==> src/rtl/m2vg_serial_stream.sv <==
// m2vg_serial_stream: streaming check-node min-finder for a min-sum LDPC decoder.
// It takes Wc sign-magnitude messages of one check row, one per handshake, and
// returns min1, min2, the index of min1 and the XOR of all sign bits.
// Stage p0 is the running accumulator. Stage p1 is the result register toward the
// consumer. A frame completes into p1 on the same edge as its last accept.
module m2vg_serial_stream #(
  parameter  int W  = 6,
  parameter  int Wc = 6,
  localparam int IW = $clog2(Wc)
) (
  input  logic          clk,
  input  logic          rst,
  input  logic          clr,
  input  logic          in_valid,
  output logic          in_ready,
  input  logic [W-1:0]  in_msg,
  output logic          out_valid,
  input  logic          out_ready,
  output logic [W-2:0]  min1,
  output logic [W-2:0]  min2,
  output logic [IW-1:0] idx,
  output logic          sgn
);

  localparam logic [IW-1:0] LAST = IW'(Wc - 1);

  logic [W-2:0]  mag;
  logic          sign;
  logic          last;
  logic          accept;

  logic [IW-1:0] cnt_p0;
  logic [W-2:0]  acc_min1_p0;
  logic [W-2:0]  acc_min2_p0;
  logic [IW-1:0] acc_idx_p0;
  logic          acc_sgn_p0;

  logic [W-2:0]  nxt_min1;
  logic [W-2:0]  nxt_min2;
  logic [IW-1:0] nxt_idx;
  logic          nxt_sgn;

  logic          vld_p1;
  logic [W-2:0]  res_min1_p1;
  logic [W-2:0]  res_min2_p1;
  logic [IW-1:0] res_idx_p1;
  logic          res_sgn_p1;

  assign mag  = in_msg[W-2:0];
  assign sign = in_msg[W-1];
  assign last = (cnt_p0 == LAST);

  // Only the frame-final message can stall. It stalls when the result register
  // still holds an unconsumed result that is not being taken this cycle.
  assign in_ready = !(last && vld_p1 && !out_ready);
  assign accept   = in_valid && in_ready && !clr;

  // Fold the incoming message into the running min1/min2/idx/sign.
  // Compares are strict, so on a tie the earlier index keeps min1.
  always_comb begin
    nxt_min1 = acc_min1_p0;
    nxt_min2 = acc_min2_p0;
    nxt_idx  = acc_idx_p0;
    nxt_sgn  = acc_sgn_p0 ^ sign;
    if (cnt_p0 == '0) begin
      nxt_min1 = mag;
      nxt_min2 = '1;
      nxt_idx  = '0;
      nxt_sgn  = sign;
    end else if (mag < acc_min1_p0) begin
      nxt_min2 = acc_min1_p0;
      nxt_min1 = mag;
      nxt_idx  = cnt_p0;
    end else if (mag < acc_min2_p0) begin
      nxt_min2 = mag;
    end
  end

  // ---- stage p0: frame counter and accumulators; clr aborts the partial frame
  always_ff @(posedge clk) begin
    if (rst || clr) begin
      cnt_p0      <= '0;
      acc_min1_p0 <= '0;
      acc_min2_p0 <= '0;
      acc_idx_p0  <= '0;
      acc_sgn_p0  <= 1'b0;
    end else if (accept) begin
      cnt_p0      <= last ? '0 : cnt_p0 + 1'b1;
      acc_min1_p0 <= nxt_min1;
      acc_min2_p0 <= nxt_min2;
      acc_idx_p0  <= nxt_idx;
      acc_sgn_p0  <= nxt_sgn;
    end
  end

  // ---- stage p1: result register. It loads on frame completion and holds until consumed.
  always_ff @(posedge clk) begin
    if (rst) begin
      vld_p1      <= 1'b0;
      res_min1_p1 <= '0;
      res_min2_p1 <= '0;
      res_idx_p1  <= '0;
      res_sgn_p1  <= 1'b0;
    end else if (accept && last) begin
      vld_p1      <= 1'b1;
      res_min1_p1 <= nxt_min1;
      res_min2_p1 <= nxt_min2;
      res_idx_p1  <= nxt_idx;
      res_sgn_p1  <= nxt_sgn;
    end else if (vld_p1 && out_ready) begin
      vld_p1      <= 1'b0;
    end
  end

  assign out_valid = vld_p1;
  assign min1      = res_min1_p1;
  assign min2      = res_min2_p1;
  assign idx       = res_idx_p1;
  assign sgn       = res_sgn_p1;

endmodule

==> config.mk <==
export PLATFORM = sky130hd
export DESIGN_NAME = m2vg_serial_stream
export DESIGN_NICKNAME = d
export VERILOG_FILES = /design/src/rtl/m2vg_serial_stream.sv
export SDC_FILE = /design/constraint.sdc
export NUM_CORES = 1
export LEC_CHECK = 0
export ABC_AREA = 1
export CAP_MARGIN = 20
export CORE_MARGIN = 2
export CORE_UTILIZATION = 45
export DETAILED_ROUTE_END_ITERATION = 12
export PLACE_DENSITY = 0.67
export SKIP_CTS_REPAIR_TIMING = 1
export SLEW_MARGIN = 10
export SYNTH_ARGS = -nofsm -noshare
export SYNTH_HDL_FRONTEND = slang
export SYNTH_SLANG_ARGS = --single-unit
==> constraint.sdc <==
create_clock -name clk -period 4 [get_ports clk]
set_clock_uncertainty 0.05 [all_clocks]
set_input_delay 0.8 -clock clk [delete_from_list [all_inputs] [get_ports clk]]
set_output_delay 0.8 -clock clk [all_outputs]
set_load 0.005 [all_outputs]
======== After elaboration in Yosys (flattened, before gate mapping) ========
Index checks and enable logic that the tools add are counted.
cells by class
  $add $sub $neg .......................... 1
  magnitude comparators ................... 2
  equal/unequal tests ..................... 1
  multiplexer cells ....................... 11
  bitwise gates (word level) .............. 1
  reductions and logical operators ........ 12
operators by type and width
  cell                                          count
  two-way mux 5 bit                             5
  less-than comparator 5 bit                    2
  two-way mux 3 bit                             3
  logical AND 1 bit                             6
  adder 3 x 1 -> 3 bit (second input constant)  1
  == test 3 bit (second input constant)         1
  zero test 1 bit                               3
  zero test 3 bit                               1
  two-way mux 1 bit                             3
  nonzero test 2 bit                            1
  logical OR 1 bit                              1
  bitwise XOR 1 bit                             1
word-level totals
  flip-flop bits (word level) ............. 32
  bits of input ports ..................... 11
  output and inout bits ................... 16
  word-level logic and storage cells ...... 38

======== Longest topological paths before layout ========
Gate-level depths: netlist of run 1.
  word-level depth ........................ 8
  mapped depth ............................ 12
  mapped depth without buffers ............ 11

======== Least setup slack after synthesis of run 1 ========
Ideal clock, no wire load.
  kind .................................... input -> register
  from .................................... input in_msg[4]
  to ...................................... register acc_min2_p0[0]
  setup time .............................. 109 ps
  arrival time ............................ 1872 ps
  data required time ...................... 3841 ps
  slack ................................... 1970 ps
  stages on the path ...................... 10
  buffers on the path ..................... 1
  cell sequence ........................... ha_1 nand2_2 inv_1 nand2_4 nand3_4 buf_6 nand3_2 nand3_1 nand2_1 inv_1
on the way
  longest elaborated chain between the ends .. 4
  elaborated cells between the ends (all ways) .. 5
  classes of those cells .................. order compare: 2; mux: 3
RTL lines
  item                        line  RTL
  from (decl)                 16    input logic [W-1:0] in_msg,
  less-than comparator 5 bit  74    end else if (mag < acc_min2_p0) begin
  two-way mux 5 bit           74
  two-way mux 5 bit (*)       70    end else if (mag < acc_min1_p0) begin
  two-way mux 5 bit (*)       65    if (cnt_p0 == '0) begin
  to (signal assigned)        90    acc_min2_p0 <= nxt_min2;
  to (decl)                   34    logic [W-2:0] acc_min2_p0;
Every way passes the cells marked *; elsewhere a longest branch is shown, timed or not.
A chain may end at the register's enable or synchronous reset.

======== Worst setup path in the final report of run 1 ========
  from .................................... input out_ready
  to ...................................... output in_ready
on the way
  longest elaborated chain between the ends .. 3
RTL lines
  item               line  RTL
  from (decl)        18    input logic out_ready,
  zero test 1 bit    55    assign in_ready = !(last && vld_p1 && !out_ready);
  logical AND 1 bit  55
  zero test 1 bit    55
  to (decl)          15    output logic in_ready,
No other way between the ends.

==> metrics.txt, run 1 <==
Clock Path Buffers 2; main combinational cell family by area after synthesis simple AND/OR/NAND/NOR gates; reg2reg start acc_min1_p0[4]$_SDFFE_PP0P_; Compound-Gate Fraction of Synth Area a little over a tenth; Max Fclk 364 MHz; Worst-path clk slew 0.07 ns; PnR worst setup slack 1.25 ns; Peak VDD IR just under 0.0002 V; 1st-pass router iterations 4; Final period util about two thirds; Simple-Gate Fraction of Synth Area a little over a third; P_sw approximately 0.20 mW; status completed; final core utilization a little over half; Net Count, Synth 302; post-synthesis instance total 283; Synth cell types 29; Slew Limit Fails 0; Net Sw Frac 28.6%; gr usage total 19.7%; Flop pwr share 46.5%; Post-Place Setup Slack 1.17 ns; Starting DRT DRC Count around 100; top cells by area, synth dfxtp_1, inv_1, nand2_1; vias per std cell roughly 4.9; crit path DAT roughly 1.9 ns; synthesized flop and latch total 32; CP Launch Type input port; clock power share between 30% and 40%; Port Buffer Count 26; via count approximately 1800; die height a little over 70 µm; Detailed Route WL 4420 µm; setup TNS 0 ns; FF-to-FF End acc_min1_p0[3]$_SDFFE_PP0P_; layout cells sized above 1 between 10% and 20%; CP Capture Point in_ready; Synth top area share 31.8%; max incr delay on CP approximately 0.44 ns; Most common cell on crit path clkdlybuf4s50_1; Clk Latency, worst-skew pair a little under 0.3 ns; combinational power share 16.8%; gp weighted congestion 0.898; endpoint class of the critical path primary output; post-synthesis xor/xnor area fraction less than 1%; Die W about 70 µm; unrepaired setup endpoints after global routing false; # H-tree levels 2; DP Area about 0.0023 mm²; Hold Vio Cnt, Final 0; detailed placer's ending HPWL ~3400 µm; PD cells 301 mW/mm²; CP Class in -> out; area share of fa/ha/maj cells after synthesis under 10%; Cell Chain, Critical Path clkdlybuf4s50_1 -> nor2_2 -> nand2_4 -> clkdlybuf4s50_1; Wirelength per Cell roughly 12 µm; CTS root buf clkbuf_8; WP buf/inv 2; slowest CP cell clkdlybuf4s50_1; post-route ant nets 0; commonest non-fill, non-tap cell in the layout inv_1; Starting Density 46.6%; worst-path fanout max 2; Hold WC Path Type reg -> reg; Tot Pwr slightly above 0.7 mW; IO Pins 27; R2R cell count 11; largest net degree at the start of global routing 18; sequential area share after synthesis roughly a third; minimum clock period between 2 and 3 ns; Rel. slew slack roughly 64%; antenna cells 0; Worst-Margin Slew between 0.5 and 0.6 ns; first-pass GRT wire length between 7000 and 8000 µm; most frequent cells in the layout inv_1, nand2_1, dfxtp_1, a21oi_1; nets roughly 330; top cell type by total area after synthesis dfxtp_1; critical path required time 3.15 ns; DRC 0; CTS tree done; multiplexer area fraction after synthesis 0%; P&R area growth vs syn 17.2%; initial antenna violation count 0; number of global-route vias before repair roughly 1700; std cell rows 24; # setup viols final 0; Leak Pwr roughly 1.1 nW; Worst Setup SP out_ready; Final Cell Area around 0.0024 mm²; Clock Sinks 32; CTS buffer count 5; total congestion overflow 0; total core area ~0.0043 mm²; YS warnings 0; WP depth 4; Top Family by Delay on Critical Path buffers and inverters; Die Area a little over 0.005 mm²; post-synthesis cell area about 0.002 mm²; flop-to-flop setup slack roughly 2.1 ns; Int Power around 0.51 mW; Post-Syn Area per Cell 7.12 µm²; max cap viols 0
## Yosys cell counts, drive strengths merged
master / instances
dfxtp: 32
xor2: 1
nor2: 11
inv: 66
ha: 8
nand4: 14
nand2: 66
nand3: 35
o21ai: 8
clkinv: 2
xnor2: 1
buf: 8
a21oi: 31
## per-stage QoR
step	hold WS [ns]	cells
after floorplan	0.422	283
after detailed placement	0.420	353
after CTS	0.433	361
final	0.434	361
after global routing	0.475	361
after global placement	0.418	353
## worst min-delay path by stage
stage / start / to / slack, ns / depth (start not counted)
floorplan: sgn$_SDFFE_PP0P_ / sgn$_SDFFE_PP0P_ / 0.42 / 2
global placement: sgn$_SDFFE_PP0P_ / sgn$_SDFFE_PP0P_ / 0.42 / 2
detailed placement: sgn$_SDFFE_PP0P_ / sgn$_SDFFE_PP0P_ / 0.42 / 2
CTS: sgn$_SDFFE_PP0P_ / sgn$_SDFFE_PP0P_ / 0.43 / 2
global route: sgn$_SDFFE_PP0P_ / sgn$_SDFFE_PP0P_ / 0.48 / 2
finish: sgn$_SDFFE_PP0P_ / sgn$_SDFFE_PP0P_ / 0.43 / 2
## metal layers
layer  GRT usage (%)  share of wire (%)  vias up
li1                -                  -      946
met1            24.8                 45      777
met2            33.3                 50       38
met3            4.84                4.2        5
met4            5.66                1.3        0
met5               0                  0        -
## power groups by stage
| stage | Combinational (mW) | Sequential (mW) | Clock (mW) |
|---|---|---|---|
| floorplan | 0.0935 | 0.336 | 0 |
| global placement | 0.119 | 0.338 | 0 |
| detailed placement | 0.119 | 0.338 | 0 |
| CTS | 0.120 | 0.330 | 0.267 |
| global route | 0.135 | 0.331 | 0.286 |
| finish | 0.120 | 0.330 | 0.261 |
## tightest hold or removal path, stage by stage (launching register included)
cell and delay (ns):
dfxtp_1 0.31, nand2_1 0.08, a21oi_2 0.05
## cells by family (layout without fill, tap and decap cells)
logic type,count (synthesis),after routing
AO/OA/AOI/OAI,39,39
XOR/XNOR,2,2
adder cells (fa/ha/maj),8,8
buffers and inverters,76,102
flip-flops,32,32
AND/OR/NAND/NOR,126,126
## flip-flops by register name (all words and copies together), names as in the netlist
signal	count
acc_min1_p0	5
min1	5
sgn	1
acc_min2_p0	5
acc_sgn_p0	1
idx	3
cnt_p0	3
min2	5
acc_idx_p0	3
out_valid	1
## final cells by class
| type | count | area [µm²] |
|---|---|---|
| repair buffers | 26 | 260 |
| well taps | 52 | 65.1 |
| clock buffers | 7 | 86.3 |
| flip-flops and latches | 32 | 641 |
| inverters | 68 | 268 |
| fillers | 458 | 1960 |
| clock inverters | 1 | 7.51 |
| multi-input cells | 175 | 1030 |
(Power assumes the default switching activity.)
==> run 2, diff against run 1 <==
==> constraint.sdc (replaced) <==
create_clock -name clk -period 2.6 [get_ports clk]
set_clock_uncertainty 0.05 [all_clocks]
set_input_delay 0.52 -clock clk [delete_from_list [all_inputs] [get_ports clk]]
set_output_delay 0.52 -clock clk [all_outputs]
set_load 0.005 [all_outputs]
==> run 2 against run 1 <==
Critical path depth increased by 7. Sequential share of layout area shrank 0.70 points. Clock power is 100% higher. Non-clock buffer count rose by 4.
==> metrics.txt, run 2 (synthesized netlist as in run 1, its figures left out) <==
initial antenna violation count 0 (unchanged); Worst-path clk slew 0.07 ns (about the same); Starting Density 46.6% (unchanged); total congestion overflow 0 (unchanged); Hold Vio Cnt, Final 0 (unchanged); first-pass GRT wire length 7780 µm (-0.18%); CP Class in -> reg; most frequent cells in the layout inv_1, nand2_1, dfxtp_1, a21oi_1; status completed; # setup viols final 0 (unchanged); total core area 0.00432 mm² (unchanged); Final period util between 80% and 90%; gr usage total 19.4% (-0.25 points); largest net degree at the start of global routing 18 (unchanged); setup TNS 0 ns (unchanged); Fillers 429 (-6.3%); Post-Layout Cell Count 365 (+1.1%); endpoint class of the critical path flip-flop; 1st-pass router iterations 4 (unchanged); detailed placer's ending HPWL 3480 µm (+3.1%); layout cells sized above 1 13.7% (+1.4 points); vias per std cell 4.98 (+1.8%); number of global-route vias before repair 1727 (+0.35%); antenna cells 0 (unchanged); DR WL met3 213 µm (+15%); Clk Latency, worst-skew pair 0.28 ns (about the same); Highest Signal Layer met4; Clock Path Buffers 2 (unchanged); CTS buffer count 5 (unchanged); DRC 0 (unchanged); placed insts 357 (+1.1%); std cell rows 24 (unchanged); die height 70.9 µm (unchanged); Clock Sinks 32 (unchanged); post-route ant nets 0 (unchanged); max cap viols 0 (unchanged); DRT met1 WL 2060 µm (+4.5%); Starting DRT DRC Count 136 (+39%); crit path DAT 2.37 ns (+0.47 ns); PD cells 506 mW/mm² (+68%); unrepaired setup endpoints after global routing false; worst hold slack 0.433 ns (-0.00109 ns); length of routed met2 wiring 2220 µm (+0.50%); Slew Limit Fails 0 (unchanged); max incr delay on CP 0.48 ns (+0.04 ns); minimum clock period approximately 2.2 ns; # H-tree levels 2 (unchanged); commonest non-fill, non-tap cell in the layout inv_1; Rel. slew slack 72.5% (+8.9 points); nets 331 (+1.2%); Die Area 0.00503 mm² (unchanged); slowest CP cell clkdlybuf4s50_1; Die W 70.9 µm (unchanged); Detailed Route WL 4530 µm (+2.4%); critical path required time 2.74 ns (-0.41 ns); gp weighted congestion 0.880 (-2.0%); Wirelength per Cell 12.4 µm (+1.2%); CP Launch Type input port; CTS root buf clkbuf_8; Port Buffer Count 26 (unchanged); Max Fclk 448 MHz; via count 1818 (+2.9%); IO Pins 27 (unchanged); CTS tree done; Peak VDD IR 0.000537 V (+180%); Worst-Margin Slew 0.412 ns (-0.133 ns); worst-path fanout max 14 (+12); Hold WC Path Type reg -> reg; Cell Chain, Critical Path clkdlybuf4s50_1 -> ha_1 -> nand2_2 -> nor2_4 -> nand2_4 -> nand3_4 -> nand2_2 -> nand2_1 -> nand3_1 -> nand2_1 -> inv_1; P&R area growth vs syn 20.3%; Leak Pwr 1.17 nW (+3.5%)
[run 2: cell count changes in the layout (fill, tap and decap cells not counted), sizes merged]
cell      change
buf           +4
bufinv        +1
clkinvlp      -1
[run 2: path summary, 6_finish.rpt]
check        cells past startpoint  slack [ns]                   end                   startpoint
max                             11        0.37  min1[3]$_SDFFE_PP0P_                    in_msg[4]
min                              2        0.43      sgn$_SDFFE_PP0P_             sgn$_SDFFE_PP0P_
max reg2reg                     11        0.67  min1[3]$_SDFFE_PP0P_  acc_min1_p0[2]$_SDFFE_PP0P_
min reg2reg                      2        0.43      sgn$_SDFFE_PP0P_             sgn$_SDFFE_PP0P_
[run 2: report_power, final]
group | switching, mW | internal (mW) | total (mW)
logic | 0.123 | 0.0709 | 0.194
registers | 0.00766 | 0.501 | 0.509
clock network | 0.185 | 0.338 | 0.523
total | 0.316 | 0.910 | 1.23
[run 2: metal layers]
metal	vias up	GRT usage [%]
met5	-	0
met4	0	3.14
met3	5	3.99
met2	36	33.9
met1	827	25.2
li1	950	-
[run 2: stage by stage]
step | total power, mW | instance area [µm²] | util (%) | setup WS [ns]
5_1_grt | 1.28 | 2420 | 56.1 | 0.251
2_1_floorplan | 0.661 | 2020 | - | 0.850
6_report | 1.23 | 2420 | 56.1 | 0.369
3_3_place_gp | 0.711 | 2300 | 53.2 | 0.115
3_5_place_dp | 0.713 | 2300 | 53.2 | 0.0685
4_1_cts | 1.23 | 2420 | 56.1 | 0.364
[run 2: area by class of cell]
class	instances	area, µm²	share of cell area (%)
well taps	52	65.1	2.68
clock inverters	1	30.0	1.24
multi-input cells	175	1030	42.7
flip-flops and latches	32	641	26.4
repair buffers	30	290	12.0
inverters	68	268	11.0
clock buffers	7	96.3	3.97
[run 2: critical path, delay by kind of cell]
kind	cells	cell delay, ns
buffers and inverters	2	0.51
adder cells (fa/ha/maj)	1	0.39
AND/OR/NAND/NOR	8	0.94
==> run 3, diff against run 2 <==
--- a/config.mk
+++ b/config.mk
@@ -7,9 +7,10 @@
 export LEC_CHECK = 0
 export ABC_AREA = 1
 export CAP_MARGIN = 20
-export CORE_MARGIN = 2
+export CORE_MARGIN = 3
 export CORE_UTILIZATION = 45
 export DETAILED_ROUTE_END_ITERATION = 12
+export MAX_ROUTING_LAYER = met4
 export PLACE_DENSITY = 0.67
 export SKIP_CTS_REPAIR_TIMING = 1
 export SLEW_MARGIN = 10
==> run 3 against run 2 <==
Via count is 1.4% lower. Maximum frequency is 0.16% lower. Global-route usage is 0.82 points higher. Hold slack hardly changed. Critical path type unchanged. Die area is 5.7% higher. Total power is 9.6% lower. Non-clock buffer count stayed put. Sequential cell count stayed put. Final cell count is 0.55% lower. Worst setup slack worse by 0.0036 ns. Clock-buffer cell count is 1 lower.
==> metrics.txt, run 3 (synthesized netlist as in run 1, its figures left out) <==
gr usage total 20.2% (+0.82 points); # setup viols final 0 (unchanged); layout cells sized above 1 13.7% (unchanged); Max Fclk 447 MHz (-0.16%); R2R cell count 11 (unchanged); minimum clock period 2.23 ns (+0.00362 ns); nets 331 (unchanged); Rel. slew slack 73.4% (+0.86 points); Net Sw Frac 29.4% (+3.6 points); Hold Vio Cnt, Final 0 (unchanged); commonest non-fill, non-tap cell in the layout inv_1; unrepaired setup endpoints after global routing false; gp weighted congestion 0.930 (+5.7%); Final period util 86.0% (+0.14 points); Post-Layout Cell Count 363 (-0.55%); IO Pins 27 (unchanged); CP Launch Type input port; post-route ant nets 0 (unchanged); PnR worst setup slack 0.365 ns (-0.00362 ns); Fillers 403 (-6.1%); # H-tree levels 2 (unchanged); Starting Density 48.3% (+1.7 points); critical path required time 2.75 ns (about the same); first-pass GRT wire length 8060 µm (+3.6%); initial antenna violation count 0 (unchanged); std cell rows 23 (-4.2%); Flop pwr share 45.8% (+4.3 points); combinational power share 17.4% (+1.6 points); endpoint class of the critical path flip-flop; setup TNS 0 ns (unchanged); CP Class in -> reg; final core utilization 57.2% (+1.2 points); P&R area growth vs syn 18.5%; detailed placer's ending HPWL 3450 µm (-0.89%); Min-Delay Path Depth 2 (unchanged); most frequent cells in the layout inv_1, nand2_1, dfxtp_1, a21oi_1; Clk Latency, worst-skew pair 0.29 ns (about the same); total congestion overflow 0 (unchanged); total core area 0.00417 mm² (-3.5%); die height 72.9 µm (+2.8%); Final Cell Area 0.00239 mm² (-1.5%); status completed; P_sw 0.326 mW (+3.1%); Post-Place Setup Slack 0.0585 ns (-0.0101 ns); number of global-route vias before repair 1805 (+4.5%); Hold WC Path Type reg -> reg; worst hold slack 0.434 ns (+0.000365 ns); Die Area 0.00532 mm² (+5.7%); CTS root buf clkbuf_8; Port Buffer Count 26 (unchanged); Tot Pwr 1.11 mW (-9.6%); max cap viols 0 (unchanged); DRC 0 (unchanged); Slew Limit Fails 0 (unchanged); Worst-path clk slew 0.07 ns (about the same); Worst-Margin Slew 0.399 ns (-0.0129 ns); CTS buffer count 5 (unchanged); Leak Pwr 1.16 nW (-1.2%); DP Area 0.00230 mm² (-0.11%); Detailed Route WL 4670 µm (+3.2%); 1st-pass router iterations 4 (unchanged); vias per std cell 4.94 (-0.89%); Clock Sinks 32 (unchanged); PD cells 464 mW/mm² (-8.2%); Int Power 0.783 mW (-14%); worst-path fanout max 14 (unchanged); CTS tree done; Peak VDD IR 0.000307 V (-43%); crit path DAT 2.38 ns (about the same); Clock Path Buffers 2 (unchanged); placed insts 355 (-0.56%); antenna cells 0 (unchanged); largest net degree at the start of global routing 18 (unchanged); clock power share 36.8% (-5.9 points); Die W 72.9 µm (+2.8%); via count 1792 (-1.4%); Starting DRT DRC Count 121 (-11%); Wirelength per Cell 12.9 µm (+3.7%)
==> run 3: cell types whose count changed in the layout (fill, tap and decap cells not counted), sizes merged <==
cell    before  now
clkinv       2    4
clkbuf       7    6
bufinv       1    0
==> run 3: layout make-up <==
cell class / count / area [µm²] / area share (%)
tap: 50 / 62.6 / 2.62
clock inverter: 2 / 10.0 / 0.419
timing repair buffer: 30 / 290 / 12.2
inverter: 68 / 268 / 11.2
clock buffer: 6 / 82.6 / 3.46
multi-input combinational: 175 / 1030 / 43.3
sequential: 32 / 641 / 26.8
==> run 3: final timing paths <==
path                                     from                   end  slack, ns
setup reg to reg  acc_min1_p0[4]$_SDFFE_PP0P_  min1[0]$_SDFFE_PP0P_       0.70
setup / recovery                    in_msg[4]  min1[0]$_SDFFE_PP0P_       0.37
hold reg to reg              sgn$_SDFFE_PP0P_      sgn$_SDFFE_PP0P_       0.43
hold / removal               sgn$_SDFFE_PP0P_      sgn$_SDFFE_PP0P_       0.43
==> run 3: layer usage <==
layer	global-route usage [%]	up-vias	part of all wire, %
met1	25.2	798	47
li1	-	951	-
met2	31.8	38	47
met4	6.35	0	1.0
met5	-	-	0
met3	5.51	5	4.5
==> run 3: power groups by stage <==
stage	clock (mW)	combinational (mW)	sequential [mW]
after detailed placement	0	0.193	0.520
final	0.408	0.193	0.508
after global placement	0	0.190	0.519
after floorplan	0	0.144	0.517
after CTS	0.416	0.193	0.508
after global routing	0.441	0.218	0.509
==> run 3: critical path, cell delays in order <==
cell	delay [ns]
clkdlybuf4s50_1	0.49
ha_1	0.40
nand2_2	0.10
nor2_4	0.13
nand2_4	0.10
nand3_4	0.19
nand2_2	0.14
nand2_1	0.10
nand3_1	0.10
nand2_1	0.08
inv_1	0.03
